===== src/rtl/ram_arbiter.sv =====
// ram_arbiter
//   Shares one single-port synchronous RAM between an instruction-fetch
//   requester (read-only) and a data requester (read/write). Grants are
//   combinational in the request cycle. A small tracker FSM routes the
//   read data that returns one cycle later back to the requester that
//   issued the read.
//
//   Optional feature macro: RAM_ARB_STARVE_GUARD_EN
//     defined   : a 4-bit starvation counter lets fetch win over data after
//                 STARVE_LIMIT consecutive denied fetch cycles.
//     undefined : strict data priority; fetch may starve indefinitely.
//
// Ports
//   clk_i, rst_i            clock, synchronous active-high reset
//   if_req_i, if_addr_i     fetch request and address
//   if_gnt_o                fetch granted this cycle
//   if_rvalid_o, if_rdata_o fetch read response (one cycle after grant)
//   dm_req_i, dm_we_i       data request, write enable
//   dm_addr_i, dm_wdata_i   data address, write data
//   dm_be_i                 data byte enables
//   dm_gnt_o                data granted this cycle
//   dm_rvalid_o, dm_rdata_o data read response (one cycle after grant)
//   flush_i                 cancels the in-flight fetch response
//   ram_en_o, ram_we_o      RAM enable, write enable
//   ram_addr_o, ram_wdata_o RAM address, write data
//   ram_be_o                RAM byte enables
//   ram_rdata_i             RAM read data, valid one cycle after a read
module ram_arbiter #(
    parameter int ADDR_W       = 32,
    parameter int DATA_W       = 32,
    parameter int STARVE_LIMIT = 4
) (
    input  logic                  clk_i,
    input  logic                  rst_i,

    input  logic                  if_req_i,
    input  logic [ADDR_W-1:0]     if_addr_i,
    output logic                  if_gnt_o,
    output logic                  if_rvalid_o,
    output logic [DATA_W-1:0]     if_rdata_o,

    input  logic                  dm_req_i,
    input  logic                  dm_we_i,
    input  logic [ADDR_W-1:0]     dm_addr_i,
    input  logic [DATA_W-1:0]     dm_wdata_i,
    input  logic [DATA_W/8-1:0]   dm_be_i,
    output logic                  dm_gnt_o,
    output logic                  dm_rvalid_o,
    output logic [DATA_W-1:0]     dm_rdata_o,

    input  logic                  flush_i,

    output logic                  ram_en_o,
    output logic                  ram_we_o,
    output logic [ADDR_W-1:0]     ram_addr_o,
    output logic [DATA_W-1:0]     ram_wdata_o,
    output logic [DATA_W/8-1:0]   ram_be_o,
    input  logic [DATA_W-1:0]     ram_rdata_i
);

    localparam int BE_W = DATA_W / 8;

    typedef enum logic [1:0] {
        IDLE  = 2'd0,
        RD_IF = 2'd1,
        RD_DM = 2'd2
    } state_t;

    state_t state_q, state_d;
    logic   flush_q, flush_d;
    logic   if_gnt, dm_gnt;
    logic   starve_fire;

`ifdef RAM_ARB_STARVE_GUARD_EN
    logic [3:0] starve_q, starve_d;

    assign starve_fire = (starve_q == 4'(STARVE_LIMIT));

    // Counts consecutive cycles fetch was asking but lost; any fetch grant
    // or a dropped fetch request restarts the count.
    always_comb begin
        starve_d = starve_q;
        if (!if_req_i || if_gnt) begin
            starve_d = '0;
        end else begin
            starve_d = starve_q + 4'd1;
        end
    end

    always_ff @(posedge clk_i) begin
        if (rst_i) begin
            starve_q <= '0;
        end else begin
            starve_q <= starve_d;
        end
    end
`else
    assign starve_fire = 1'b0;
`endif

    // Data wins by default; fetch only when data is idle or the guard fires.
    // Reset forces both grants low regardless of requests.
    assign if_gnt = !rst_i && if_req_i && (!dm_req_i || starve_fire);
    assign dm_gnt = !rst_i && dm_req_i && !if_gnt;

    assign if_gnt_o = if_gnt;
    assign dm_gnt_o = dm_gnt;

    // RAM port is steered from whichever requester holds the grant.
    always_comb begin
        ram_en_o    = if_gnt || dm_gnt;
        ram_we_o    = dm_gnt && dm_we_i;
        ram_addr_o  = dm_gnt ? dm_addr_i : if_addr_i;
        ram_wdata_o = dm_gnt ? dm_wdata_i : '0;
        ram_be_o    = dm_gnt ? dm_be_i : {BE_W{1'b0}};
    end

    // Tracker state register; flush_q remembers a flush seen in the cycle
    // the fetch was granted so its response can be dropped next cycle.
    always_ff @(posedge clk_i) begin
        if (rst_i) begin
            state_q <= IDLE;
            flush_q <= 1'b0;
        end else begin
            state_q <= state_d;
            flush_q <= flush_d;
        end
    end

    // Next state depends only on this cycle's grant, so back-to-back
    // accesses are tracked at one per cycle.
    always_comb begin
        state_d = IDLE;
        flush_d = 1'b0;
        if (if_gnt) begin
            state_d = RD_IF;
            flush_d = flush_i;
        end else if (dm_gnt && !dm_we_i) begin
            state_d = RD_DM;
        end
    end

    // Response routing. rdata always follows the RAM so no latch is formed.
    always_comb begin
        if_rdata_o  = ram_rdata_i;
        dm_rdata_o  = ram_rdata_i;
        if_rvalid_o = 1'b0;
        dm_rvalid_o = 1'b0;
        unique case (state_q)
            RD_IF:   if_rvalid_o = !rst_i && !flush_q && !flush_i;
            RD_DM:   dm_rvalid_o = !rst_i;
            default: ;
        endcase
    end

endmodule


===== config.mk =====
export PLATFORM = sky130hd
export DESIGN_NAME = ram_arbiter
export DESIGN_NICKNAME = d
export VERILOG_FILES = /design/src/rtl/ram_arbiter.sv
export SDC_FILE = /design/constraint.sdc
export NUM_CORES = 1
export LEC_CHECK = 0
export ABC_CLOCK_PERIOD_IN_PS = 800
export BUFFER_PORTS_ARGS = -buffer_cell sky130_fd_sc_hd__buf_2
export CORE_AREA = 2 2 106 108
export CTS_CLUSTER_DIAMETER = 120
export DETAILED_ROUTE_END_ITERATION = 8
export DIE_AREA = 0 0 108 110
export GPL_TIMING_DRIVEN = 0
export PLACE_DENSITY = 0.56
export SETUP_SLACK_MARGIN = 0.4
export SLEW_MARGIN = 10
export SYNTH_ARGS = -nofsm -noshare
export SYNTH_HDL_FRONTEND = slang
export SYNTH_SLANG_ARGS = --single-unit
export TNS_END_PERCENT = 10

===== constraint.sdc =====
create_clock -name clk_i -period 0.8 [get_ports clk_i]
set_clock_uncertainty 0.1 [all_clocks]
set_input_delay 0 -clock clk_i [delete_from_list [all_inputs] [get_ports clk_i]]
set_output_delay 0 -clock clk_i [all_outputs]
set_load 0.01 [all_outputs]

### Word level (Yosys, flattened, before mapping)

Cells that the tools add are included.

* memory bits (writable): 0
* output and inout bits: 138
* register bits after elaboration: 3
* bits in read-only memories: 0
* memories kept: 0
* bits of input ports: 138
* latch bits: 0
* word-level logic and storage cells: 30

* magnitude comparators: 0
* $mul: 0
* mux-type cells: 7
* eq/ne operators: 2
* divide/modulo/power cells: 0
* $add $sub $neg: 0
* bitwise logic cells: 1
* shift-type cells: 0
* reduce and logical (&&, ||, !) cells: 17

Operators with widths (count)
* $mux W32: 2
* $logic_and A1 B1 Y1: 8
* $logic_not A1 Y1: 6
* $mux W4: 1
* $reduce_or A2 Y1: 2
* $mux W1: 3
* $eq A2 B1 Y1 const B: 1
* $eq A2 B2 Y1 const B: 1
* $mux W2: 1
* $logic_or A1 B1 Y1: 1
* $not A1 Y1: 1

### Longest topological paths before layout

Gate-level depths: netlist (run 1).

* word-level depth: 8
* gate-level depth with buffers: 4
* gate-level depth less buffers: 2

### Worst setup path before layout (run 1)

OpenSTA, ideal clock, no wires.

* path type: register -> output
* start: register state_q[1]
* end: output port if_rvalid_o
* data arrival time: 0.759 ns
* cell stages (with the launch flop): 3
* slack: -0.059 ns
* buffers on the path: 0
* data required time: 0.700 ns
* cell sequence: dfxtp_1 -> nand2b_1 -> nor4_1

* longest elaborated chain between the ends: 2

Ends and longest elaborated chain
* start, declared: line 69 `state_t state_q, state_d;`
* start signal, assigned: line 125 `state_q <= state_d;`
* $eq A2 B1 Y1: line 149 `unique case (state_q)`
* $mux W1: line 149
* end, declared: line 39 `output logic if_rvalid_o,`

Every way passes these cells.

### Final worst setup path (run 1)

* start: input port dm_req_i
* end: output port ram_addr_o[30]

* longest elaborated chain between the ends: 5
* elaborated cells between the ends (all ways): 6
* those cells by class: mux (1); reduce/logical (5)

Ends and longest elaborated chain
* start, declared: line 42 `input logic dm_req_i,`
* $logic_not A1 Y1: line 103 `assign if_gnt = !rst_i && if_req_i && (!dm_req_i || starve_fire);`
* $logic_and A1 B1 Y1: line 103
* $logic_not A1 Y1: line 104 `assign dm_gnt = !rst_i && dm_req_i && !if_gnt;`
* $logic_and A1 B1 Y1 *: line 104
* $mux W32 *: line 113 `ram_addr_o = dm_gnt ? dm_addr_i : if_addr_i;`
* end, declared: line 55 `output logic [ADDR_W-1:0] ram_addr_o,`

Every way passes the cells marked *; elsewhere a longest branch is shown, timed or not.

==> flow_summary.ini, run 1 <==
[synthesis]
synth_seq_cells = 3
synthDistinctLibCells = 15
synth_cells = 154
syn-cell-area_um2 = 1408
yosysSeqAreaShare_pct = 4.267
synth_warnings = 0
synth_fp_nets = 292
syn_avg_cell_area_um2 = 9.140

[final_layout]
fin_cells = 548
final_nets = 547
fin_util_pct = 30.42
multi_input_area_um2 = 810.8
layout-drive-gt1-share_pct = 90.44
syn2layout_area_growth_pct = 131.2
regArea_um2 = 61.31
nFillCells = 1151
n_antenna_cell = 0

[global_routing]
grt_max_degree = 11
antenna_found_initial = 0
grt_pass1_wl_mm = 7.603
grt_pass1_vias = 1749
overflow = 0
track_usage_pct = 7.944

[sta]
period_needed_ps = 1121
worst_pin_slew_ps = 173.6
rsz0062_at_grt = true
worst_slack_ps = -320.6
fmax_mhz = 892.4
period_share_pct = 140.1
final.setup.tns_ps = -15810
hold_ws_ps = -124.9
finalHoldViolations = 3
slew_headroom_pct = 88.33
setup_violations = 72
slew_violations = 0

[placed_design]
dp_slack_ps = -398.2
dp_hpwl_mm = 4.988
place_inst = 537
gp_routability_congestion = 0.7015
port-buffer-count = 243

[critical_path]
crit_arrival_ps = 1020
critical_path_class = in2out
cp.buffers_inverters = 5
worstPathMaxFanout = 6
cp-start-kind = primary input
required_ps = 700
crit_path_max_incr_delay_ps = 290
cp_top_family = buffers and inverters
slowest_stage = mux2_4
crit_path_end_kind = primary output
cp_cell_sequence = buf_8 -> nor2b_4 -> buf_12 -> buf_12 -> buf_8 -> mux2_4 -> buf_6

[route]
antenna_left = 0
dr_total_vias = 1916
dr.first_iter.drc_count = 30
viasPerCell = 3.496
routedWlPerCell_um = 10.53
routed_wl_mm = 5.768
drc = 0
firstDrtPassIters = 3

[floorplan]
fp.dieW_um = 108
floorplan.initialDensity_pct = 13.16
fp.dieArea_um2 = 11880
row_count = 38
dieHeight_um = 110
ios = 276
core-area_um2 = 10700

[cts]
root_buffer = clkbuf_8
cts_max_path_buffers = 2
cts_sinks = 3
clk_pin_slew_ps = 30
numCtsBuffers = 3
cts.htree.levels = 1
cts_tree = done

[pwr]
powerDensity_nw_per_um2 = 717.4
ir_worst_vdd_mv = 0.4138
p_leak_nw = 1.925
p_total_mw = 2.335

[outcome]
violations = negative hold slack, negative setup slack
status = complete, but fails checks

[run]
maxCapViolations = 0

[min_path]
hold_path_class = in2reg
[layout make-up]
class / instances / share of cell area [%]
Timing Repair Buffer: 250 / 48.14
Multi-Input combinational cell: 79 / 24.91
Buffer: 72 / 18.30
Tap cell: 140 / 5.383
Sequential cell: 3 / 1.884
Clock buffer: 4 / 1.384
[flip-flops by register name, summed over array words and instances, names as in the netlist]
name / flops
state_q: 2
flush_q: 1
[worst paths after layout]
check | startpoint | depth (start not counted) | slack [ps] | endpoint
max | dm_req_i | 7 | -320 | ram_addr_o[30]
min | dm_we_i | 2 | -120 | state_q[1]$_SDFF_PP0_
[placed cells by master (no fill, tap or decap), types with 2 or more instances in the layout]
cell type,netlist,final
and2_1,38,32
and2_4,0,6
buf_12,3,5
buf_2,1,204
buf_4,64,67
buf_6,2,40
buf_8,0,3
clkbuf_4,0,2
clkbuf_8,0,3
dfxtp_1,3,2
mux2_4,31,31
nor3b_2,0,2
[synthesized netlist by cell type]
| cell | count | area (um^2) |
|---|---|---|
| and2_1 | 38 | 237.7 |
| buf_2 | 1 | 5.000 |
| nor4_1 | 1 | 6.260 |
| buf_6 | 2 | 22.52 |
| buf_4 | 64 | 480.5 |
| mux2_2 | 1 | 11.26 |
| nor3b_1 | 3 | 22.52 |
| clkbuf_1 | 2 | 7.510 |
| buf_12 | 3 | 60.06 |
| dfxtp_1 | 3 | 60.06 |
| nor2b_2 | 1 | 8.760 |
| nor2b_1 | 1 | 6.260 |
| nand2b_1 | 1 | 6.260 |
| mux2_4 | 31 | 465.5 |
| nor2_1 | 2 | 7.510 |
[where the power goes]
part           total [mW]  switching, mW  internal (mW)
logic                1.74          0.620           1.12
registers           0.159        0.00277          0.157
clock network       0.434         0.0949          0.339
[routing by layer]
layer  track usage, %  vias up  part of all wire [%]  wire length [um]
met3            1.999        2                    11               615
met5                0        -                     0                 0
met2            16.71      120                    57              3301
met4            1.374        0                  0.47                27
met1            7.784      857                    32              1824
li1                 -      937                     -                 -
[per-stage QoR]
stage	cell area, um^2	hold slack (ps)
6_report	3254	-124.9
5_1_grt	3254	-117.9
4_1_cts	3207	-129.3
3_5_place_dp	2810	84.50
3_3_place_gp	2810	85.36
2_1_floorplan	1419	-66.23
[repair_timing]
item                       in CTS  in global routing
hold endpoints to repair        3                  3
gates cloned                    1                  0
resized for setup              53                 12
setup endpoints to repair      76                 77
buffers inserted                6                  0
pin swaps                       3                  4
[cells by family (layout without fill, tap and decap cells)]
group / after synthesis / in the layout / share of synthesized area [%]
buffers and inverters: 72 / 326 / 40.89
AND/OR/NAND/NOR: 47 / 47 / 20.98
flip-flops: 3 / 3 / 4.267
multiplexers: 32 / 32 / 33.87
(Power assumes the default switching activity.)
==> run 2: changes to the inputs <==
Settings changed: BUFFER_PORTS_ARGS -buffer_cell sky130_fd_sc_hd__buf_2 to -buffer_cell sky130_fd_sc_hd__buf_4.
==> run 2 against run 1 <==
Highest routed layer unchanged. Sequential share of layout area shrank 0.31 points. Critical path type unchanged. Global-route usage grew 0.87 points. The run still ends with negative hold slack, negative setup slack left. First-iteration DRC count grew 23%.
==> flow_summary.ini, run 2 (same netlist as run 1, synthesis figures left out) <==
[route]
dr_total_vias = 1884
routed_wl_mm = 6.231
routedWlPerCell_um = 11.37
firstDrtPassIters = 3
dr.first_iter.drc_count = 37
drc = 0
antenna_left = 0
viasPerCell = 3.438

[floorplan]
dieHeight_um = 110
fp.dieW_um = 108
row_count = 38
core-area_um2 = 10700
ios = 276
floorplan.initialDensity_pct = 13.16
fp.dieArea_um2 = 11880

[placed_design]
port-buffer-count = 243
dp_hpwl_mm = 5.390
place_inst = 537
gp_routability_congestion = 0.6968

[sta]
setup_violations = 71
worst_slack_ps = -331.7
hold_ws_ps = -143.1
finalHoldViolations = 3
slew_headroom_pct = 87.58
period_share_pct = 141.5
worst_pin_slew_ps = 184.7
rsz0062_at_grt = true
slew_violations = 0
fmax_mhz = 883.7
period_needed_ps = 1132

[min_path]
hold_path_depth = 2
min_to = state_q[1]$_SDFF_PP0_
hold_path_class = in2reg
hold_path_startpoint = dm_we_i

[global_routing]
track_usage_pct = 8.811
grt_pass1_vias = 1818
grt_max_degree = 11
overflow = 0
antenna_found_initial = 0
grt_pass1_wl_mm = 8.355

[final_layout]
layout-drive-gt1-share_pct = 94.12
top_regs = state_q x2, flush_q x1
final_cell_mix = buf_4, buf_6, mux2_4
syn2layout_area_growth_pct = 176.5
fin_cells = 548
largest_reg_flops = 2
n_antenna_cell = 0
largest_register = state_q
final_nets = 547
nFillCells = 1088
final_common_cell = buf_4
fin_util_pct = 36.39

[critical_path]
crit_path_end_kind = primary output
cp-start-kind = primary input
crit_arrival_ps = 1030
required_ps = 700
worstPathMaxFanout = 6
critical_path_class = in2out

[cts]
cts.htree.levels = 1
numCtsBuffers = 3
root_buffer = clkbuf_8
cts_tree = done
cts_sinks = 3
cts_max_path_buffers = 2
clk_pin_slew_ps = 30

[pwr]
p_leak_nw = 2.123
switching_share_pct = 27.92
p_seq_share_pct = 6.0
combPwrFrac_pct = 78.0
clockPowerShare_pct = 16.1
ir_worst_vdd_mv = 0.3016
p_int_mw = 1.934
powerDensity_nw_per_um2 = 689.3
p_switching_mw = 0.7490

[run]
maxCapViolations = 0

[outcome]
status = complete, but fails checks
violations = negative hold slack, negative setup slack
-- run 2: how the worst max path moves through the flow --
stage | from | to | slack, ps | depth (start not counted)
3_5_place_dp | rst_i | ram_addr_o[27] | -380 | 6
2_1_floorplan | dm_req_i | ram_addr_o[0] | -10 | 4
6_report | dm_req_i | ram_addr_o[27] | -330 | 7
3_3_place_gp | rst_i | ram_addr_o[27] | -360 | 6
4_1_cts | dm_req_i | ram_addr_o[27] | -350 | 7
5_1_grt | dm_req_i | ram_addr_o[27] | -360 | 7
-- run 2: routing by layer --
layer | vias to the layer above | routed length [um] | global-route usage [%]
met5 | - | 0 | 0
met2 | 121 | 3580 | 18.19
li1 | 937 | - | -
met1 | 824 | 1946 | 8.703
met3 | 2 | 668 | 2.469
met4 | 0 | 35 | 1.648
-- run 2: power by group through the flow --
stage / Combinational, mW / Sequential, mW / Clock (mW)
global placement: 1.83 / 0.160 / 0
CTS: 2.09 / 0.159 / 0.450
global route: 2.23 / 0.160 / 0.469
detailed placement: 1.84 / 0.160 / 0
finish: 2.09 / 0.160 / 0.432
floorplan: 0.831 / 0.160 / 0
-- run 2: per-stage QoR --
step	hold WS (ps)	setup slack [ps]	TNS [ps]	instance area, um^2	power [mW]
2_1_floorplan	-66.23	-11.27	-338.2	1419	0.9910
3_3_place_gp	77.26	-363.4	-19330	3418	1.986
3_5_place_dp	76.67	-378.3	-20560	3418	2.003
4_1_cts	-150.9	-345.5	-16670	3856	2.703
5_1_grt	-146.8	-357.4	-17820	3892	2.857
6_report	-143.1	-331.7	-15360	3892	2.683
-- run 2: layout make-up --
type	instances	area, um^2	share of cell area, %
multi-input cells	79	865.8	22.24
well taps	140	175.2	4.500
repair buffers	250	2145	55.09
plain buffers	72	600.6	15.43
flip-flops and latches	3	61.31	1.575
clock buffers	4	45.04	1.157
-- run 2: critical path, cell delays in order --
cell	delay, ps
buf_8	90
nor2b_4	120
buf_12	140
buf_12	120
buf_12	120
mux2_4	300
buf_6	130
-- run 2: what timing repair did --
| item | 4_1_cts | 5_1_grt |
|---|---|---|
| pin swaps | 18 | 5 |
| setup buffers | 5 | 1 |
| cloned | 1 | 0 |
| hold endpoints to repair | 3 | 3 |
| setup endpoints to repair | 76 | 76 |
| gates resized for setup | 84 | 11 |
